--- src/rtl/rocket_pkg.sv ---
// ---------------------------------------------------------------------------
// rocket_pkg
// Shared types and constants for the player rocket launch path.
//   coord_t        : 11-bit signed screen coordinate
//   speed_t        : 9-bit signed speed in (pixels/64) per frame
//   launch_state_t : launch manager FSM states
// ---------------------------------------------------------------------------
package rocket_pkg;

  typedef logic signed [10:0] coord_t;
  typedef logic signed [8:0]  speed_t;

  typedef enum logic [1:0] {
    S_READY,
    S_PENDING,
    S_COOLDOWN
  } launch_state_t;

  localparam int FIXED_POINT_MULTIPLIER = 64;
  localparam int SCREEN_MAX_X           = 639;
  localparam int SCREEN_MAX_Y           = 479;

  // Width of the frame cooldown counter; COOLDOWN_FRAMES must fit in it.
  localparam int COOLDOWN_W = 8;

endpackage

--- src/rtl/rocket_slot_allocator.sv ---
// ---------------------------------------------------------------------------
// rocket_slot_allocator
// Combinational picker for the next free rocket slot (lowest index wins).
// Ports:
//   isActive_i   : per-slot registered active flags
//   anyFree_o    : at least one slot is inactive
//   freeSelect_o : one-hot select of the lowest inactive slot (0 if none)
// ---------------------------------------------------------------------------
module rocket_slot_allocator #(
  parameter int NUM_SLOTS = 4
) (
  input  logic [NUM_SLOTS-1:0] isActive_i,
  output logic                 anyFree_o,
  output logic [NUM_SLOTS-1:0] freeSelect_o
);

  // Scan from the top down so the lowest free index is the last one written.
  always_comb begin
    anyFree_o    = ~(&isActive_i);
    freeSelect_o = '0;
    for (int i = NUM_SLOTS - 1; i >= 0; i--) begin
      if (!isActive_i[i]) begin
        freeSelect_o    = '0;
        freeSelect_o[i] = 1'b1;
      end
    end
  end

endmodule

--- src/rtl/rocket_launch_manager.sv ---
// ---------------------------------------------------------------------------
// rocket_launch_manager
// Owns the pool of player rocket slots: turns fire requests into single-slot
// launches, drives the shared launch bus, retires slots on border/hit and
// enforces a frame-based cooldown between launches.
// Optional feature macro: ROCKET_AUTOFIRE_EN (holding fire in S_READY counts
// as a request, giving repeated launches every COOLDOWN_FRAMES).
// Ports:
//   clk, resetN       : clock, asynchronous active-low reset
//   startOfFrame      : one-clock pulse per frame
//   gameEnable        : low flushes all rockets and returns to S_READY
//   fireKey           : fire button level (synchronous)
//   playerTopLeftX/Y  : player sprite position
//   reachedBorder     : per-slot border flag from the controllers
//   rocketHit         : per-slot collision pulse
//   isActive          : per-slot registered active flag
//   initialSpeed/X/Y  : shared launch bus, valid from the first active cycle
//   launchPulse       : one-clock pulse aligned with the new active bit
//   rocketsInFlight   : popcount of isActive
// ---------------------------------------------------------------------------
module rocket_launch_manager
  import rocket_pkg::*;
#(
  parameter int NUM_ROCKETS     = 4,
  parameter int COOLDOWN_FRAMES = 8,
  parameter int ROCKET_SPEED    = -192,
  parameter int X_OFFSET        = 14,
  parameter int Y_OFFSET        = 16
) (
  input  logic                   clk,
  input  logic                   resetN,
  input  logic                   startOfFrame,
  input  logic                   gameEnable,
  input  logic                   fireKey,
  input  logic signed [10:0]     playerTopLeftX,
  input  logic signed [10:0]     playerTopLeftY,
  input  logic [NUM_ROCKETS-1:0] reachedBorder,
  input  logic [NUM_ROCKETS-1:0] rocketHit,
  output logic [NUM_ROCKETS-1:0] isActive,
  output logic signed [8:0]      initialSpeed,
  output logic signed [10:0]     initialX,
  output logic signed [10:0]     initialY,
  output logic                   launchPulse,
  output logic [3:0]             rocketsInFlight
);

  launch_state_t           state_q, state_d;
  logic [COOLDOWN_W-1:0]   cooldown_q, cooldown_d;
  logic                    fireKey_q;
  logic [NUM_ROCKETS-1:0]  isActive_q, isActive_d;
  logic [1:0]              guard_q [NUM_ROCKETS];
  logic [1:0]              guard_d [NUM_ROCKETS];
  coord_t                  initialX_q, initialY_q;
  speed_t                  initialSpeed_q;
  logic                    launchPulse_q;

  logic                    fireEdge;
  logic                    fireReq;
  logic                    anyFree;
  logic [NUM_ROCKETS-1:0]  freeSelect;
  logic                    launch;
  logic [NUM_ROCKETS-1:0]  launchSelect;
  logic [NUM_ROCKETS-1:0]  retire;
  logic [3:0]              inFlight;

  assign fireEdge = fireKey & ~fireKey_q;

`ifdef ROCKET_AUTOFIRE_EN
  assign fireReq = fireKey | fireEdge;
`else
  assign fireReq = fireEdge;
`endif

  // Free slots come from the registered flags only, so a slot retired on
  // one edge cannot be relaunched before the following edge.
  rocket_slot_allocator #(
    .NUM_SLOTS(NUM_ROCKETS)
  ) uAllocator (
    .isActive_i  (isActive_q),
    .anyFree_o   (anyFree),
    .freeSelect_o(freeSelect)
  );

  // FSM state register.
  always_ff @(posedge clk or negedge resetN) begin
    if (!resetN) begin
      state_q    <= S_READY;
      cooldown_q <= '0;
    end else begin
      state_q    <= state_d;
      cooldown_q <= cooldown_d;
    end
  end

  // Next-state logic. A launch enters cooldown only when one is configured.
  always_comb begin
    state_d    = state_q;
    cooldown_d = cooldown_q;
    if (!gameEnable) begin
      state_d    = S_READY;
      cooldown_d = '0;
    end else begin
      case (state_q)
        S_READY: begin
          if (fireReq && !anyFree) begin
            state_d = S_PENDING;
          end
        end
        S_PENDING: ;
        S_COOLDOWN: begin
          if (startOfFrame) begin
            if (cooldown_q <= COOLDOWN_W'(1)) begin
              state_d    = S_READY;
              cooldown_d = '0;
            end else begin
              cooldown_d = cooldown_q - 1'b1;
            end
          end
        end
        default: state_d = S_READY;
      endcase
      if (launch) begin
        if (COOLDOWN_FRAMES > 0) begin
          state_d    = S_COOLDOWN;
          cooldown_d = COOLDOWN_W'(COOLDOWN_FRAMES);
        end else begin
          state_d = S_READY;
        end
      end
    end
  end

  // Output logic: launch decision, retire vector and next slot state.
  // Guarded slots ignore border/hit because the controller position is
  // stale for two cycles after activation.
  always_comb begin
    launch = gameEnable && anyFree &&
             (((state_q == S_READY) && fireReq) || (state_q == S_PENDING));
    launchSelect = launch ? freeSelect : '0;
    retire       = '0;
    for (int i = 0; i < NUM_ROCKETS; i++) begin
      retire[i] = isActive_q[i] && (guard_q[i] == 2'd0) &&
                  (reachedBorder[i] || rocketHit[i]);
    end
    isActive_d = gameEnable ? ((isActive_q & ~retire) | launchSelect) : '0;
    for (int i = 0; i < NUM_ROCKETS; i++) begin
      guard_d[i] = guard_q[i];
      if (!gameEnable) begin
        guard_d[i] = 2'd0;
      end else if (launchSelect[i]) begin
        guard_d[i] = 2'd2;
      end else if (guard_q[i] != 2'd0) begin
        guard_d[i] = guard_q[i] - 2'd1;
      end
    end
  end

  // Slot flags, guards, fire-key history and the launch bus. The bus is
  // loaded on the launch edge so it is valid with the new active bit and
  // holds otherwise, including across a gameEnable flush.
  always_ff @(posedge clk or negedge resetN) begin
    if (!resetN) begin
      fireKey_q      <= 1'b0;
      isActive_q     <= '0;
      launchPulse_q  <= 1'b0;
      initialX_q     <= '0;
      initialY_q     <= '0;
      initialSpeed_q <= '0;
      for (int i = 0; i < NUM_ROCKETS; i++) begin
        guard_q[i] <= 2'd0;
      end
    end else begin
      fireKey_q     <= fireKey;
      isActive_q    <= isActive_d;
      launchPulse_q <= launch;
      for (int i = 0; i < NUM_ROCKETS; i++) begin
        guard_q[i] <= guard_d[i];
      end
      if (launch) begin
        initialX_q     <= playerTopLeftX + coord_t'(X_OFFSET);
        initialY_q     <= playerTopLeftY - coord_t'(Y_OFFSET);
        initialSpeed_q <= speed_t'(ROCKET_SPEED);
      end
    end
  end

  always_comb begin
    inFlight = '0;
    for (int i = 0; i < NUM_ROCKETS; i++) begin
      inFlight = inFlight + 4'(isActive_q[i]);
    end
  end

  assign isActive        = isActive_q;
  assign initialX        = initialX_q;
  assign initialY        = initialY_q;
  assign initialSpeed    = initialSpeed_q;
  assign launchPulse     = launchPulse_q;
  assign rocketsInFlight = inFlight;

endmodule

--- config.mk ---
export PLATFORM = sky130hd
export DESIGN_NAME = rocket_launch_manager
export DESIGN_NICKNAME = d
export VERILOG_FILES = /design/src/rtl/rocket_pkg.sv /design/src/rtl/rocket_slot_allocator.sv /design/src/rtl/rocket_launch_manager.sv
export SDC_FILE = /design/constraint.sdc
export NUM_CORES = 1
export LEC_CHECK = 0
export CORE_MARGIN = 2
export CORE_UTILIZATION = 40
export DETAILED_ROUTE_END_ITERATION = 10
export PLACE_DENSITY_LB_ADDON = 0.3
export SLEW_MARGIN = 20
export SYNTH_ARGS = -nofsm -noshare
export SYNTH_HDL_FRONTEND = slang
export SYNTH_SLANG_ARGS = --single-unit
--- constraint.sdc ---
create_clock -name clk -period 2.08 [get_ports clk]
set_input_delay 0.416 -clock clk [delete_from_list [all_inputs] [get_ports clk]]
set_output_delay 0.416 -clock clk [all_outputs]
set_load 0.1 [all_outputs]
Word level (Yosys, flattened, before mapping)
Cells that the tools add are included.
{"block": "classes", "add_sub_neg": 10, "order_cmp": 1, "n_eq_ne": 12, "n_mux": 29, "bitwise": 6, "n_reduce_logical": 29}
{"op": "two-way mux 8 bit", "count": 5}
{"op": "two-way mux 2 bit", "count": 17}
{"op": "two-way mux 4 bit", "count": 6}
{"op": "inequality test 3 x 1 -> 1 bit (second input constant)", "count": 5}
{"op": "logical AND 1 bit", "count": 12}
{"op": "inequality test 4 bit (second input constant)", "count": 3}
{"op": "adder 11 x 5 -> 11 bit (second input constant)", "count": 1}
{"op": "subtractor 11 x 6 -> 11 bit (second input constant)", "count": 1}
{"op": "zero test 2 bit", "count": 5}
{"op": "<= comparator 8 x 1 -> 1 bit (second input constant)", "count": 1}
{"op": "AND reduction 4 bit", "count": 2}
{"op": "nonzero test 2 bit", "count": 4}
{"op": "subtractor 2 x 1 -> 2 bit (second input constant)", "count": 4}
{"op": "subtractor 8 x 1 -> 8 bit (second input constant)", "count": 1}
{"op": "one-hot mux 2 bit (3 select lines)", "count": 1}
{"op": "logical OR 1 bit", "count": 5}
{"op": "adder 3 x 1 -> 4 bit", "count": 1}
{"op": "AND 4 bit", "count": 1}
{"op": "inverter 4 bit", "count": 1}
{"op": "bitwise OR 4 bit", "count": 1}
{"op": "adder 2 x 1 -> 3 bit", "count": 1}
{"op": "inequality test 3 x 2 -> 1 bit (second input constant)", "count": 1}
{"op": "inequality test 3 bit (second input constant)", "count": 1}
{"op": "adder 1 x 1 -> 2 bit", "count": 1}
{"op": "other kinds (5)", "count": 6}
{"block": "totals", "reg_bits": 47, "input_bits": 35, "elab_cells": 99}

Depth between registers and ports, before layout
Gate-level depths: netlist of run 1.
{"block": "logic_depth", "ltp_word": 8, "ltp_mapped": 6, "ltp_nobuf": 6}

Modules after synthesis
A second synthesis of run 1 with hierarchy kept.
{"block": "hier_totals", "hier_cells": 267, "hier_area_um2": 2548.7}
{"module": "rocket_launch_manager", "n_inst": 1, "cells_each": 262, "area_each_um2": 2512.4, "seq_area_each_um2": 1176.1}
{"module": "rocket_slot_allocator", "n_inst": 1, "cells_each": 5, "area_each_um2": 36.3, "seq_area_each_um2": 0.0}

Least setup slack after synthesis of run 1
Ideal clock, no wire load.
{"block": "synth_timing", "path_type": "register to output", "start": "reg isActive_q[0], in the netlist isActive[0]", "end": "out rocketsInFlight[1]", "arrival_time_ps": 2788, "t_required_ps": 1664, "slack_ps": -1124, "path_stages_with_launch": 6, "path_buffers": 0, "path_cell_list": "dfrtp_1 inv_1 fa_1 inv_1 ha_1 ha_1"}
{"block": "synth_between", "elab_chain_len": 3}
{"item": "start: declaration", "line_no": "rocket_launch_manager.sv:50", "text": "logic [NUM_ROCKETS-1:0] isActive_q, isActive_d;"}
{"item": "start signal: assignment", "line_no": "rocket_launch_manager.sv:174", "text": "isActive_q <= isActive_d;"}
{"item": "adder 1 x 1 -> 2 bit", "line_no": "rocket_launch_manager.sv:190", "text": "inFlight = inFlight + 4'(isActive_q[i]);"}
{"item": "adder 2 x 1 -> 3 bit", "line_no": "rocket_launch_manager.sv:190"}
{"item": "adder 3 x 1 -> 4 bit", "line_no": "rocket_launch_manager.sv:190"}
{"item": "end: declaration", "line_no": "rocket_launch_manager.sv:44", "text": "output logic [3:0] rocketsInFlight"}
No other way between the ends.

Final worst setup path of run 1
{"block": "layout_timing", "start": "reg isActive_q[3], in the netlist isActive[3]", "end": "out rocketsInFlight[1]"}
{"block": "layout_between", "elab_chain_len": 1}
{"item": "adder 3 x 1 -> 4 bit", "line_no": "rocket_launch_manager.sv:190"}
No other way between the ends.

==> results.sh, run 1 <==
export IMPL_cts_buffer_depth=2
export IMPL_fmax_ghz=0.4233
export IMPL_gp_congestion=0.8295
export IMPL_totalWireLength_microns=4988
export IMPL_netlist_area_sq_um=2460
export IMPL_yosysUniqueCellTypes=41
export IMPL_ys_ff_latch=47
export IMPL_wl_met2_microns=2296
export IMPL_post_cts_resize_count=0
export IMPL_topRoutingLayerUsed="met4"
export IMPL_most_common_layout_cells="dfrtp_1, buf_4, clkdlybuf4s50_1"
export IMPL_power_leakage_nw=1.523
export IMPL_grt_first_pass_wirelength_microns=8176
export IMPL_yosys_area_top_type_share_pct=47.81
export IMPL_insertion_delay_ns=0.31
export IMPL_crit_fanout=2
export IMPL_htree_levels=2
export IMPL_n_antenna_cell=0
export IMPL_synth_area_top_cells="dfrtp_1, ha_1, o21ai_0"
export IMPL_dieArea_sq_um=6793
export IMPL_rr_startpoint="isActive[0]$_DFF_PN0_"
export IMPL_min_period_ns=2.363
export IMPL_final_common_cell="dfrtp_1"
export IMPL_hold_class="input pin to async pin"
export IMPL_synth_edf_count=0
export IMPL_post_cts_setup_buffer_count=0
export IMPL_arrival_ns=1.95
export IMPL_io_pins=75
export IMPL_first_global_vias=1828
export IMPL_setup_slack_ns=-0.2826
export IMPL_syn_inst=248
export IMPL_outcome="complete, but fails checks"
export IMPL_start_util_pct=41.55
export IMPL_fp_dieW_microns=82.42
export IMPL_synth_warnings=0
export IMPL_track_usage_pct=15.86
export IMPL_grt_overflow_total=0
export IMPL_relSlewSlack_pct=58.39
export IMPL_cp_end_kind="primary output"
export IMPL_yosysSeqAreaShare_pct=47.81
export IMPL_cp_required_ns=1.66
export IMPL_ys_flop_type="dfrtp_1"
export IMPL_drv_slew=0
export IMPL_fin_util_pct=56.91
export IMPL_io_buffers=66
export IMPL_rsz0062_at_grt="true"
export IMPL_cp_startpoint="isActive[3]$_DFF_PN0_"
export IMPL_ant_nets=0
export IMPL_synth_area_leader_cell="dfrtp_1"
export IMPL_vias=1907
export IMPL_drc=0
export IMPL_cts_buffers_inserted=5
export IMPL_finalHoldViolations=0
export IMPL_met1Wirelength_microns=2265
export IMPL_start_kind="flip-flop"
export IMPL_powerDensity_nw_per_um2=1109
export IMPL_cts_tree="built"
export IMPL_dp_hpwl_microns=3874
export IMPL_num_rows=28
export IMPL_violations="setup timing"
export IMPL_totalPowerFinal_mw=3.735
export IMPL_dpl_worst_slack_ns=0.05494
export IMPL_clock_skew_ns=0.01134
export IMPL_fin_crit_sh_pct=113.6
export IMPL_path_clk_slew_ns=0.10
export IMPL_wl_met3_microns=411
export IMPL_cap_violations=0
export IMPL_wl_per_cell_microns=12.47
export IMPL_finalNetCount=372
export IMPL_drive_gt1_share_pct=22.77
export IMPL_drtIter0Drc=58
export IMPL_antenna_found_initial=0
export IMPL_crit_type="flip-flop to primary output"
export IMPL_hold_buffers=0
export IMPL_cts_root_buf="clkbuf_8"
export IMPL_grt_start_max_net_pins=36
export IMPL_tightest_slew_ns=0.6225
export IMPL_core_sq_um=5921
export IMPL_cts_sinks=47
export IMPL_setup_violations=3
export IMPL_syn_area_per_cell_sq_um=9.919
export IMPL_drtPass1Iterations=4
export IMPL_vdd_drop_max_uv=780.7
export IMPL_async_reset_ff_share_pct=100.0
export IMPL_finalSetupTns_ns=-0.5850
export IMPL_chipHeight_microns=82.42
export IMPL_syn2layout_area_growth_pct=36.98
export IMPL_viasPerCell=4.768
## layout make-up
| class | count | area [sq um] |
|---|---|---|
| Fill cell | 549 | 2551 |
| Sequential cell | 47 | 1189 |
| Multi-Input combinational cell | 170 | 1150 |
| Timing Repair Buffer | 77 | 733.2 |
| Tap cell | 75 | 93.84 |
| Inverter | 23 | 88.84 |
| Clock buffer | 5 | 68.82 |
| Clock inverter | 3 | 46.29 |
## cells in the mapped netlist (2+ instances only)
master and instances:
or3_1 9, inv_1 23, nand3_1 7, nand4b_1 2, o21ai_0 26, nor2_1 6, and3_1 3, nand2_1 29
dfrtp_1 47, xnor2_1 8, nor2b_1 3, nor3_1 5, clkbuf_1 4, buf_4 9, ha_1 12, mux2_2 8
mux2i_1 2, nand2b_1 2, xor2_1 9, a21oi_1 13
## logic make-up (layout without fill, tap and decap cells)
kind of cell,Yosys count,after routing,synth area share [%]
simple gates,76,76,16.38
flops,47,47,47.81
compound gates,46,46,10.68
xor+xnor,17,17,6.053
other cells,1,8,0.1524
mux,10,10,4.476
fa+ha+maj,13,13,6.917
buf+inv,38,108,7.527
## stage by stage
step / hold WS, ns / std cells / area [sq um]
after floorplan: 0.1204 / 255 / 2526
final: 0.06884 / 400 / 3369
after CTS: 0.08107 / 400 / 3369
after detailed placement: 0.4299 / 392 / 3254
after global routing: 0.1000 / 400 / 3369
after global placement: 0.4240 / 392 / 3254
## power breakdown
part | internal [mW] | switching (mW)
logic | 0.533 | 1.30
clock network | 0.362 | 0.337
registers | 1.10 | 0.102
total | 2.00 | 1.74
## path summary, 6_finish.rpt
kind	endpoint	slack, ns	cells past startpoint
worst min-delay path	initialX[0]$_DFFE_PN0P_	0.07	1
worst max register to register	guard_q[0]$_DFFE_PN0P_	0.14	6
max in group asynchronous	isActive[1]$_DFF_PN0_	1.47	2
min in group clk	initialY[9]$_DFFE_PN0P_	0.49	2
worst max-delay path	rocketsInFlight[1]	-0.28	6
worst min register to register	initialY[9]$_DFFE_PN0P_	0.49	2
## state kept, by name (all words and copies together) (netlist names)
signal and flops:
isActive 4, state_q 2, initialSpeed 1, initialY 11, guard_q 8, cooldown_q 8, launchPulse 1, initialX 11
fireKey_q 1
## layer usage
layer,GRT usage (%),vias to the layer above
met5,0,-
met4,3.500,0
met3,6.522,2
met2,26.21,52
met1,19.39,881
li1,-,972
## worst max-delay path, cell delays in order (launching register included)
cell and delay (ns):
dfrtp_4 0.42, inv_2 0.04, fa_1 0.55, inv_2 0.05
ha_4 0.15, ha_4 0.26, buf_12 0.16
No activity file was read; power rests on OpenSTA's default activity.
==> run 2, diff against run 1 <==
--- a/config.mk
+++ b/config.mk
@@ -8,6 +8,7 @@
 export CORE_MARGIN = 2
 export CORE_UTILIZATION = 40
 export DETAILED_ROUTE_END_ITERATION = 10
+export GPL_TIMING_DRIVEN = 0
 export PLACE_DENSITY_LB_ADDON = 0.3
 export SLEW_MARGIN = 20
 export SYNTH_ARGS = -nofsm -noshare
==> results.sh, run 2 (synthesis gave the netlist of run 1 again) <==
export IMPL_final_common_cell="dfrtp_1"
export IMPL_finalHoldViolations=0
export IMPL_rsz0062_at_grt="true"
export IMPL_gp_congestion=0.7745
export IMPL_totalWireLength_microns=5187
export IMPL_wl_per_cell_microns=12.74
export IMPL_hold_class="input pin to async pin"
export IMPL_cts_buffer_depth=2
export IMPL_reg2reg_slack_ns=0.05
export IMPL_fillers=561
export IMPL_cap_violations=0
export IMPL_drtIter0Drc=36
export IMPL_instances_no_fill=407
export IMPL_fin_crit_sh_pct=113.7
export IMPL_cp_startpoint="isActive[3]$_DFF_PN0_"
export IMPL_most_common_layout_cells="dfrtp_1, clkdlybuf4s50_1, nand2_1"
export IMPL_insertion_delay_ns=0.29
export IMPL_io_pins=75
export IMPL_start_kind="flip-flop"
export IMPL_dieArea_sq_um=6793
export IMPL_fmax_ghz=0.4227
export IMPL_grt_start_max_net_pins=30
export IMPL_tightest_slew_ns=0.9857
export IMPL_n_antenna_cell=0
export IMPL_vdd_drop_max_uv=593.8
export IMPL_reg2regPathDepth=6
export IMPL_track_usage_pct=16.74
export IMPL_hold_buffers=0
export IMPL_fp_dieW_microns=82.42
export IMPL_holdWs_ns=0.06495
export IMPL_start_util_pct=41.55
export IMPL_core_sq_um=5921
export IMPL_grt_first_pass_wirelength_microns=8638
export IMPL_arrival_ns=1.95
export IMPL_violations="setup timing"
export IMPL_min_period_ns=2.366
export IMPL_cts_tree="built"
export IMPL_totalPowerFinal_mw=3.520
export IMPL_outcome="complete, but fails checks"
export IMPL_post_place_cells=397
export IMPL_powerDensity_nw_per_um2=1041
export IMPL_ff_latch_area_sq_um=1189
export IMPL_viasPerCell=4.916
export IMPL_post_route_cell_area_sq_um=3381
export IMPL_first_global_vias=1904
export IMPL_cts_sinks=47
export IMPL_dp_hpwl_microns=3993
export IMPL_rr_startpoint="isActive[0]$_DFF_PN0_"
export IMPL_htree_levels=2
export IMPL_relSlewSlack_pct=34.55
export IMPL_drive_gt1_share_pct=14.16
export IMPL_syn2layout_area_growth_pct=37.44
export IMPL_io_buffers=66
export IMPL_drv_slew=0
export IMPL_path_clk_slew_ns=0.09
export IMPL_cp_end_kind="primary output"
export IMPL_num_rows=28
export IMPL_vias=2001
export IMPL_antenna_found_initial=0
export IMPL_drc=0
export IMPL_cts_root_buf="clkbuf_8"
export IMPL_drtPass1Iterations=4
export IMPL_power_leakage_nw=1.542
export IMPL_crit_type="flip-flop to primary output"
export IMPL_dpl_worst_slack_ns=-0.9186
export IMPL_cp_required_ns=1.66
export IMPL_finalNetCount=379
export IMPL_cts_buffers_inserted=5
export IMPL_multi_input_area_sq_um=1150
export IMPL_timing_rr_end="guard_q[0]$_DFFE_PN0P_"
export IMPL_clock_skew_ns=0.01171
export IMPL_ant_nets=0
export IMPL_setup_violations=3
export IMPL_chipHeight_microns=82.42
export IMPL_setup_slack_ns=-0.2859
export IMPL_place_area_sq_um=3296
export IMPL_fin_util_pct=57.10
export IMPL_grt_overflow_total=0
export IMPL_finalSetupTns_ns=-0.5986
export IMPL_crit_fanout=4
run 2: cell count changes in the layout (fill, tap and decap cells not counted), sizes merged:
cell | previous run | this run
clkdlybuf4s15 | 0 | 1
bufinv | 1 | 0
clkbuf | 5 | 14
dlygate4sd2 | 0 | 26
buf | 44 | 18
clkinvlp | 1 | 0
inv | 24 | 23
run 2: area by class of cell:
| type | count | area share [%] |
|---|---|---|
| multi-input combinational | 170 | 34.01 |
| sequential | 47 | 35.16 |
| timing repair buffer | 69 | 20.06 |
| buffer | 15 | 2.924 |
| clock buffer | 8 | 2.369 |
| inverter | 23 | 2.702 |
| tap | 75 | 2.776 |
run 2: power by group:
part / switching (mW) / internal, mW / total [mW]
logic: 1.31 / 0.492 / 1.80
registers: 0.0910 / 1.10 / 1.19
clock network: 0.284 / 0.239 / 0.524
run 2: metal layers:
| layer | part of all wire, % | routed length, microns | track usage [%] |
|---|---|---|---|
| met5 | 0 | 0 | 0 |
| met3 | 8.6 | 444 | 6.196 |
| met1 | 42 | 2178 | 19.82 |
| met4 | 1.1 | 56 | 5.000 |
| met2 | 48 | 2508 | 28.31 |
run 2: timing repair:
item	in CTS	in global routing
setup endpoints to repair	32	5
gates resized for setup	56	6
buffers inserted	0	2
run 2: how the worst max path moves through the flow:
stage / end / slack (ns)
2_1_floorplan: rocketsInFlight[1] / -0.19
3_3_place_gp: isActive[0]$_DFF_PN0_ / -1.08
3_5_place_dp: rocketsInFlight[1] / -0.92
4_1_cts: rocketsInFlight[1] / -0.31
5_1_grt: rocketsInFlight[1] / -0.35
6_report: rocketsInFlight[1] / -0.29
run 2: worst max-delay path, cell delays in order, from the launching register on:
cell and delay [ns]:
dfrtp_4 0.45, inv_4 0.04, fa_1 0.54, inv_2 0.05, ha_4 0.15, ha_4 0.26, buf_12 0.16
